**config.mk**
```make
export PLATFORM = sky130hd
export DESIGN_NAME = alu_rr_arbiter
export DESIGN_NICKNAME = d
export VERILOG_FILES = /design/src/rtl/alu_rr_arbiter.sv
export SDC_FILE = /design/constraint.sdc
export NUM_CORES = 1
export LEC_CHECK = 0
export BUFFER_PORTS_ARGS = -buffer_cell sky130_fd_sc_hd__clkbuf_2
export CORE_AREA = 2 2 67 69
export CTS_CLUSTER_DIAMETER = 40
export DETAILED_ROUTE_END_ITERATION = 7
export DIE_AREA = 0 0 69 71
export GPL_ROUTABILITY_DRIVEN = 0
export PLACE_DENSITY = 0.75
export SYNTH_ARGS = -nofsm -noshare
export SYNTH_HDL_FRONTEND = slang
export SYNTH_SLANG_ARGS = --single-unit
```
**constraint.sdc**
```tcl
create_clock -name clk -period 2 [get_ports clk]
set_clock_uncertainty 0.2 [all_clocks]
set_input_delay 0.2 -clock clk [delete_from_list [all_inputs] [get_ports clk]]
set_output_delay 0.2 -clock clk [all_outputs]
set_load 0.02 [all_outputs]
```
**src/rtl/alu_rr_arbiter.sv**
```systemverilog
// alu_rr_arbiter: shares one external combinational 4-bit ALU among NREQ
// requesters. A round-robin grant captures one operation, the ALU is fed from
// registered operands, and the result comes back through a one-entry
// response buffer with backpressure.
// Optional build macro: ALU_ARB_STATS_EN adds stat_clr/stat_ops/stat_stall.
//
//   state | meaning
//   IDLE  | looking for a requester; req_ready pulses for the grant
//   EXEC  | latched operands drive the ALU; result is captured on this edge
//   RESP  | response held in the buffer until rsp_ready
module alu_rr_arbiter #(
  parameter int NREQ = 4,
  parameter int IDW  = 2
) (
  input  logic              clk,
  input  logic              rst_n,
  input  logic [NREQ-1:0]   req_valid,
  output logic [NREQ-1:0]   req_ready,
  input  logic [4*NREQ-1:0] req_in1,
  input  logic [4*NREQ-1:0] req_in2,
  input  logic [3*NREQ-1:0] req_op,
  output logic [3:0]        alu_in1,
  output logic [3:0]        alu_in2,
  output logic [2:0]        alu_opcode,
  input  logic [3:0]        alu_out,
  input  logic [3:0]        alu_flags,
  output logic              rsp_valid,
  input  logic              rsp_ready,
  output logic [IDW-1:0]    rsp_id,
  output logic [3:0]        rsp_out,
  output logic [3:0]        rsp_flags
`ifdef ALU_ARB_STATS_EN
  ,
  input  logic              stat_clr,
  output logic [15:0]       stat_ops,
  output logic [15:0]       stat_stall
`endif
);

  typedef enum logic [1:0] {
    S_IDLE = 2'd0,
    S_EXEC = 2'd1,
    S_RESP = 2'd2
  } state_t;

  state_t         r_state;
  state_t         w_next;
  logic [IDW-1:0] r_rr_ptr;
  logic [3:0]     r_in1;
  logic [3:0]     r_in2;
  logic [2:0]     r_op;
  logic [IDW-1:0] r_id;
  logic           r_rsp_valid;
  logic [IDW-1:0] r_rsp_id;
  logic [3:0]     r_rsp_out;
  logic [3:0]     r_rsp_flags;

  logic           w_found;
  logic [IDW-1:0] w_grant;
  logic           w_accept;
  logic [3:0]     w_sel_in1;
  logic [3:0]     w_sel_in2;
  logic [2:0]     w_sel_op;

  // Round-robin search starting one past the last grant, wrapping at NREQ.
  always_comb begin
    w_found = 1'b0;
    w_grant = '0;
    for (int k = 1; k <= NREQ; k++) begin
      if (!w_found && req_valid[(int'(r_rr_ptr) + k) % NREQ]) begin
        w_found = 1'b1;
        w_grant = IDW'((int'(r_rr_ptr) + k) % NREQ);
      end
    end
  end

  // Grant is only offered in IDLE and never while reset is asserted.
  always_comb begin
    w_accept  = rst_n && (r_state == S_IDLE) && w_found;
    req_ready = w_accept ? (NREQ'(1) << w_grant) : '0;
    w_sel_in1 = req_in1[4*int'(w_grant) +: 4];
    w_sel_in2 = req_in2[4*int'(w_grant) +: 4];
    w_sel_op  = req_op[3*int'(w_grant) +: 3];
  end

  // FSM state register.
  always_ff @(posedge clk or negedge rst_n) begin
    if (!rst_n) r_state <= S_IDLE;
    else        r_state <= w_next;
  end

  // FSM next-state logic.
  always_comb begin
    w_next = r_state;
    unique case (r_state)
      S_IDLE:  if (w_accept) w_next = S_EXEC;
      S_EXEC:  w_next = S_RESP;
      S_RESP:  if (rsp_ready) w_next = S_IDLE;
      default: w_next = S_IDLE;
    endcase
  end

  // Operand capture on grant, result capture in EXEC, response release in RESP.
  always_ff @(posedge clk or negedge rst_n) begin
    if (!rst_n) begin
      r_rr_ptr    <= IDW'(NREQ - 1);
      r_in1       <= '0;
      r_in2       <= '0;
      r_op        <= '0;
      r_id        <= '0;
      r_rsp_valid <= 1'b0;
      r_rsp_id    <= '0;
      r_rsp_out   <= '0;
      r_rsp_flags <= '0;
    end else begin
      if (w_accept) begin
        r_in1    <= w_sel_in1;
        r_in2    <= w_sel_in2;
        r_op     <= w_sel_op;
        r_id     <= w_grant;
        r_rr_ptr <= w_grant;
      end
      if (r_state == S_EXEC) begin
        r_rsp_out   <= alu_out;
        r_rsp_flags <= alu_flags;
        r_rsp_id    <= r_id;
        r_rsp_valid <= 1'b1;
      end else if (r_state == S_RESP && rsp_ready) begin
        r_rsp_valid <= 1'b0;
      end
    end
  end

  assign alu_in1    = r_in1;
  assign alu_in2    = r_in2;
  assign alu_opcode = r_op;
  assign rsp_valid  = r_rsp_valid;
  assign rsp_id     = r_rsp_id;
  assign rsp_out    = r_rsp_out;
  assign rsp_flags  = r_rsp_flags;

`ifdef ALU_ARB_STATS_EN
  logic [15:0] r_stat_ops;
  logic [15:0] r_stat_stall;

  // Saturating activity counters; clear wins over increment.
  always_ff @(posedge clk or negedge rst_n) begin
    if (!rst_n) begin
      r_stat_ops   <= '0;
      r_stat_stall <= '0;
    end else if (stat_clr) begin
      r_stat_ops   <= '0;
      r_stat_stall <= '0;
    end else begin
      if (w_accept && r_stat_ops != 16'hFFFF)
        r_stat_ops <= r_stat_ops + 16'd1;
      if (r_rsp_valid && !rsp_ready && r_stat_stall != 16'hFFFF)
        r_stat_stall <= r_stat_stall + 16'd1;
    end
  end

  assign stat_ops   = r_stat_ops;
  assign stat_stall = r_stat_stall;
`endif

endmodule

```
==> out/results.tsv <==
stage	metric	value	unit
floorplanning	core_area	0.00420	sq mm
global_routing	grt_usage	20.0	%
cts	cts_tree	built	
sta	fin_setup_tns	-1.71	ns
global_routing	first_global_vias	1725	
cts	cts_root_buf	clkbuf_8	
sta	hold_viol_final	0	
power	peakVddDrop	587	uV
drt	wl_met1	1880	microns
drt	ant_nets	0	
power	leakage	1.23	nW
sta	fin_ws	-0.203	ns
drt	avgViaCountPerCell	5.35	
placed_design	hpwl	3470	microns
sta	worstMarginPinSlew	0.372	ns
global_routing	overflow	0	
sta	finalSetupViolCount	15	
synth	synthArstFlopShare	100	%
critical_path	slowest_stage	dfstp_2	
synth	synth_seq_cells	28	
layout	seqCellArea	703	sq um
synth	ys_types	36	
synth	synthTopCellsByArea	dfrtp_1 39%, mux2i_1 7.2%, mux2_2 6.8%	
synth	seq_area_frac_synth	42.2	%
critical_path	critical_path.endpoint_type	output pin	
critical_path	crit_type	reg2out	
critical_path	crit_chain	and3b_2 -> a211o_1 -> o21ai_4 -> buf_12 -> nor4_4 -> buf_4	
critical_path	rr_worst_depth	7	
drt	drc	0	
synth	syn_nets	208	
sta	rsz0062_at_grt	true	
layout	layout.nets	319	
placed_design	placed_area	0.00223	sq mm
drt	top_layer	met4	
cts	htreeDepth	1	
critical_path	critPathArrivalTime	1.80	ns
layout	synthToLayoutAreaGrowth	51.2	%
floorplanning	chipHeight	71	microns
sta	fmax	0.454	GHz
floorplanning	start_util	39.7	%
synth	ys.warnings.count	0	
drt	wl_per_cell	15.2	microns
layout	fill_cells	369	
power	p_per_area	1370	mW/mm^2
synth	synth_area_leader_cell	dfrtp_1	
critical_path	cp_top_family	flip-flops	
power	p_seq_share	29.9	%
synth	syn_area_per_cell	11.2	sq um
critical_path	path_max_fanout	6	
min_path	hold_path_class	in2reg	
drt	drt-total-wl	4720	microns
power	clkPwrFrac	9.3	%
floorplanning	die_area	0.00490	sq mm
placed_design	io_buffers	84	
power	pwr-share-comb	60.9	%
drt	vias	1663	
drt	wl_met2	2420	microns
cts	cts.sinks	28	
status	violations	negative setup slack	
layout	num_antenna_cells	0	
global_routing	grt_max_degree	29	
critical_path	critical_path_cell_count	6	
synth	netlist_instances	149	
floorplanning	rows	24	
sta	relSlewSlack	75.2	%
sta	fin_crit	2.20	ns
global_routing	antenna_found_initial	0	
sta	report.final.slew_viol_count	0	
cts	cts_buffers	3	
cts	clk_latency	0.27	ns
cts	clk_pin_slew_worst_paths	0.09	ns
layout	drive_above_1_share	57.9	%
critical_path	path_buf_inv	2	
floorplanning	io_pins	85	
min_path	hold_depth	3	
layout	multi_input_area	936	sq um
critical_path	cp.required	1.60	ns
synth	syn_area	0.00167	sq mm
sta	finalCritPeriodShare	110	%
drt	first_pass_iters	4	
floorplanning	die_w	69	microns
synth	yosys.area.top_type_share	39.0	%
cts	cts_max_path_buffers	2	
power	p_sw	1.45	mW
drt	drtIter0Drc	91	
drt	wl_met3	315	microns
layout	finalInstanceArea	0.00252	sq mm
synth	synth_flop_cell	dfrtp_1	
power	sw_frac_of_total	42.0	%
global_routing	grt_first_pass_wirelength	7870	microns
power	p_int	2.00	mW
critical_path	cpPeakStageDelay	0.62	ns
critical_path	cp-start-kind	flop	
synth	synth_edf_count	0	
status	status	finished, violations left	
job	max-cap-violations	0	
-- what timing repair did --
action	4_1_cts	5_1_grt
buffers inserted	6	1
endpoints found under the setup margin	15	15
pin swaps	1	3
endpoints found under the hold margin	34	0
resized for setup	16	11
hold buffers	9	0
-- final timing paths --
kind | from | to | slack, ns
worst max-delay path | r_rr_ptr[1] | req_ready[2] | -0.20
worst min-delay path | req_in1[6] | alu_in1[2] | 0.02
worst max register to register | r_rr_ptr[1] | alu_in2[0] | -0.12
worst min register to register | r_id[1] | r_id[1] | 0.29
max in group asynchronous | rst_n | r_rr_ptr[1] | 0.99
min in group asynchronous | rst_n | r_id[1] | 0.30
-- worst register-to-register path: stages (launching register included) --
cell and delay (ns):
dfstp_2 0.62, mux2i_4 0.30, buf_4 0.16, a2bb2oi_4 0.18, buf_12 0.15, nand3_1 0.08
a211o_1 0.27, o211ai_1 0.09
-- cells in the mapped netlist, types with 2 or more instances --
cell      count
mux2i_1      12
inv_1         2
o21ai_0      11
a21oi_1       5
o211ai_2      8
nand2_1      12
nand3_1      11
o211ai_1      3
dfrtp_1      26
nor3_1        2
mux2_2       10
buf_6         6
clkbuf_8      3
nor2_1        4
dfstp_2       2
a211o_1      12
-- power groups by stage --
| stage | logic [mW] | registers, mW | clock network, mW |
|---|---|---|---|
| 6_report | 2.10 | 1.03 | 0.320 |
| 5_1_grt | 2.25 | 1.07 | 0.354 |
| 4_1_cts | 2.05 | 1.03 | 0.326 |
| 3_5_place_dp | 1.87 | 1.03 | 0 |
| 3_3_place_gp | 1.81 | 1.02 | 0 |
| 2_1_floorplan | 0.985 | 1.30 | 0 |
-- sequential cells by signal, summed over array words and instances, names as in the netlist --
| signal | flops |
|---|---|
| r_rr_ptr | 2 |
| rsp_id | 2 |
| r_state | 2 |
| r_id | 2 |
| alu_opcode | 3 |
| alu_in2 | 4 |
| alu_in1 | 4 |
| rsp_out | 4 |
| rsp_flags | 4 |
| rsp_valid | 1 |
-- area by class of cell --
type / instances / share of cell area [%]
clock buffer: 4 / 1.79
inverter: 3 / 0.447
multi-input combinational: 108 / 37.1
sequential: 28 / 27.9
tap: 52 / 2.58
timing repair buffer: 116 / 30.2
-- stage by stage --
stage | utilization (%) | setup WS [ns] | instances | power (mW) | hold slack (ns)
final | 60.0 | -0.203 | 311 | 3.45 | 0.0203
after global routing | 60.0 | -0.274 | 311 | 3.67 | 0.0162
after CTS | 59.0 | -0.207 | 310 | 3.41 | 0.0272
after detailed placement | 53.0 | -0.0188 | 291 | 2.90 | 0.0668
after global placement | 53.0 | 0.0487 | 291 | 2.83 | 0.0666
after floorplan | - | -0.0649 | 149 | 2.29 | -0.296
-- cell usage in the layout, fill, tap and decap left out, types with 3 or more instances in the layout --
cell type,count
mux2i_2,5
buf_6,6
a21oi_1,5
clkbuf_8,3
nand3_1,11
buf_4,17
o211ai_2,8
dlygate4sd3_1,9
mux2_2,10
nor2_1,3
clkbuf_2,80
dfrtp_1,26
o21ai_0,11
nand2_1,12
mux2i_1,6
buf_12,3
o211ai_1,3
a211o_1,12
-- cells by family after synthesis --
kind of cell	synth area share, %
DFF	42.2
buffers and inverters	7.43
and+or+nand+nor	12.5
AOI/OAI and AO/OA	23.9
muxes	14.0
-- metal layers --
metal	track usage, %	up-vias
met5	0	-
met4	8.06	0
met3	3.85	14
met2	35.6	83
met1	24.0	795
li1	-	771
Power figures use the tool's default switching activity.
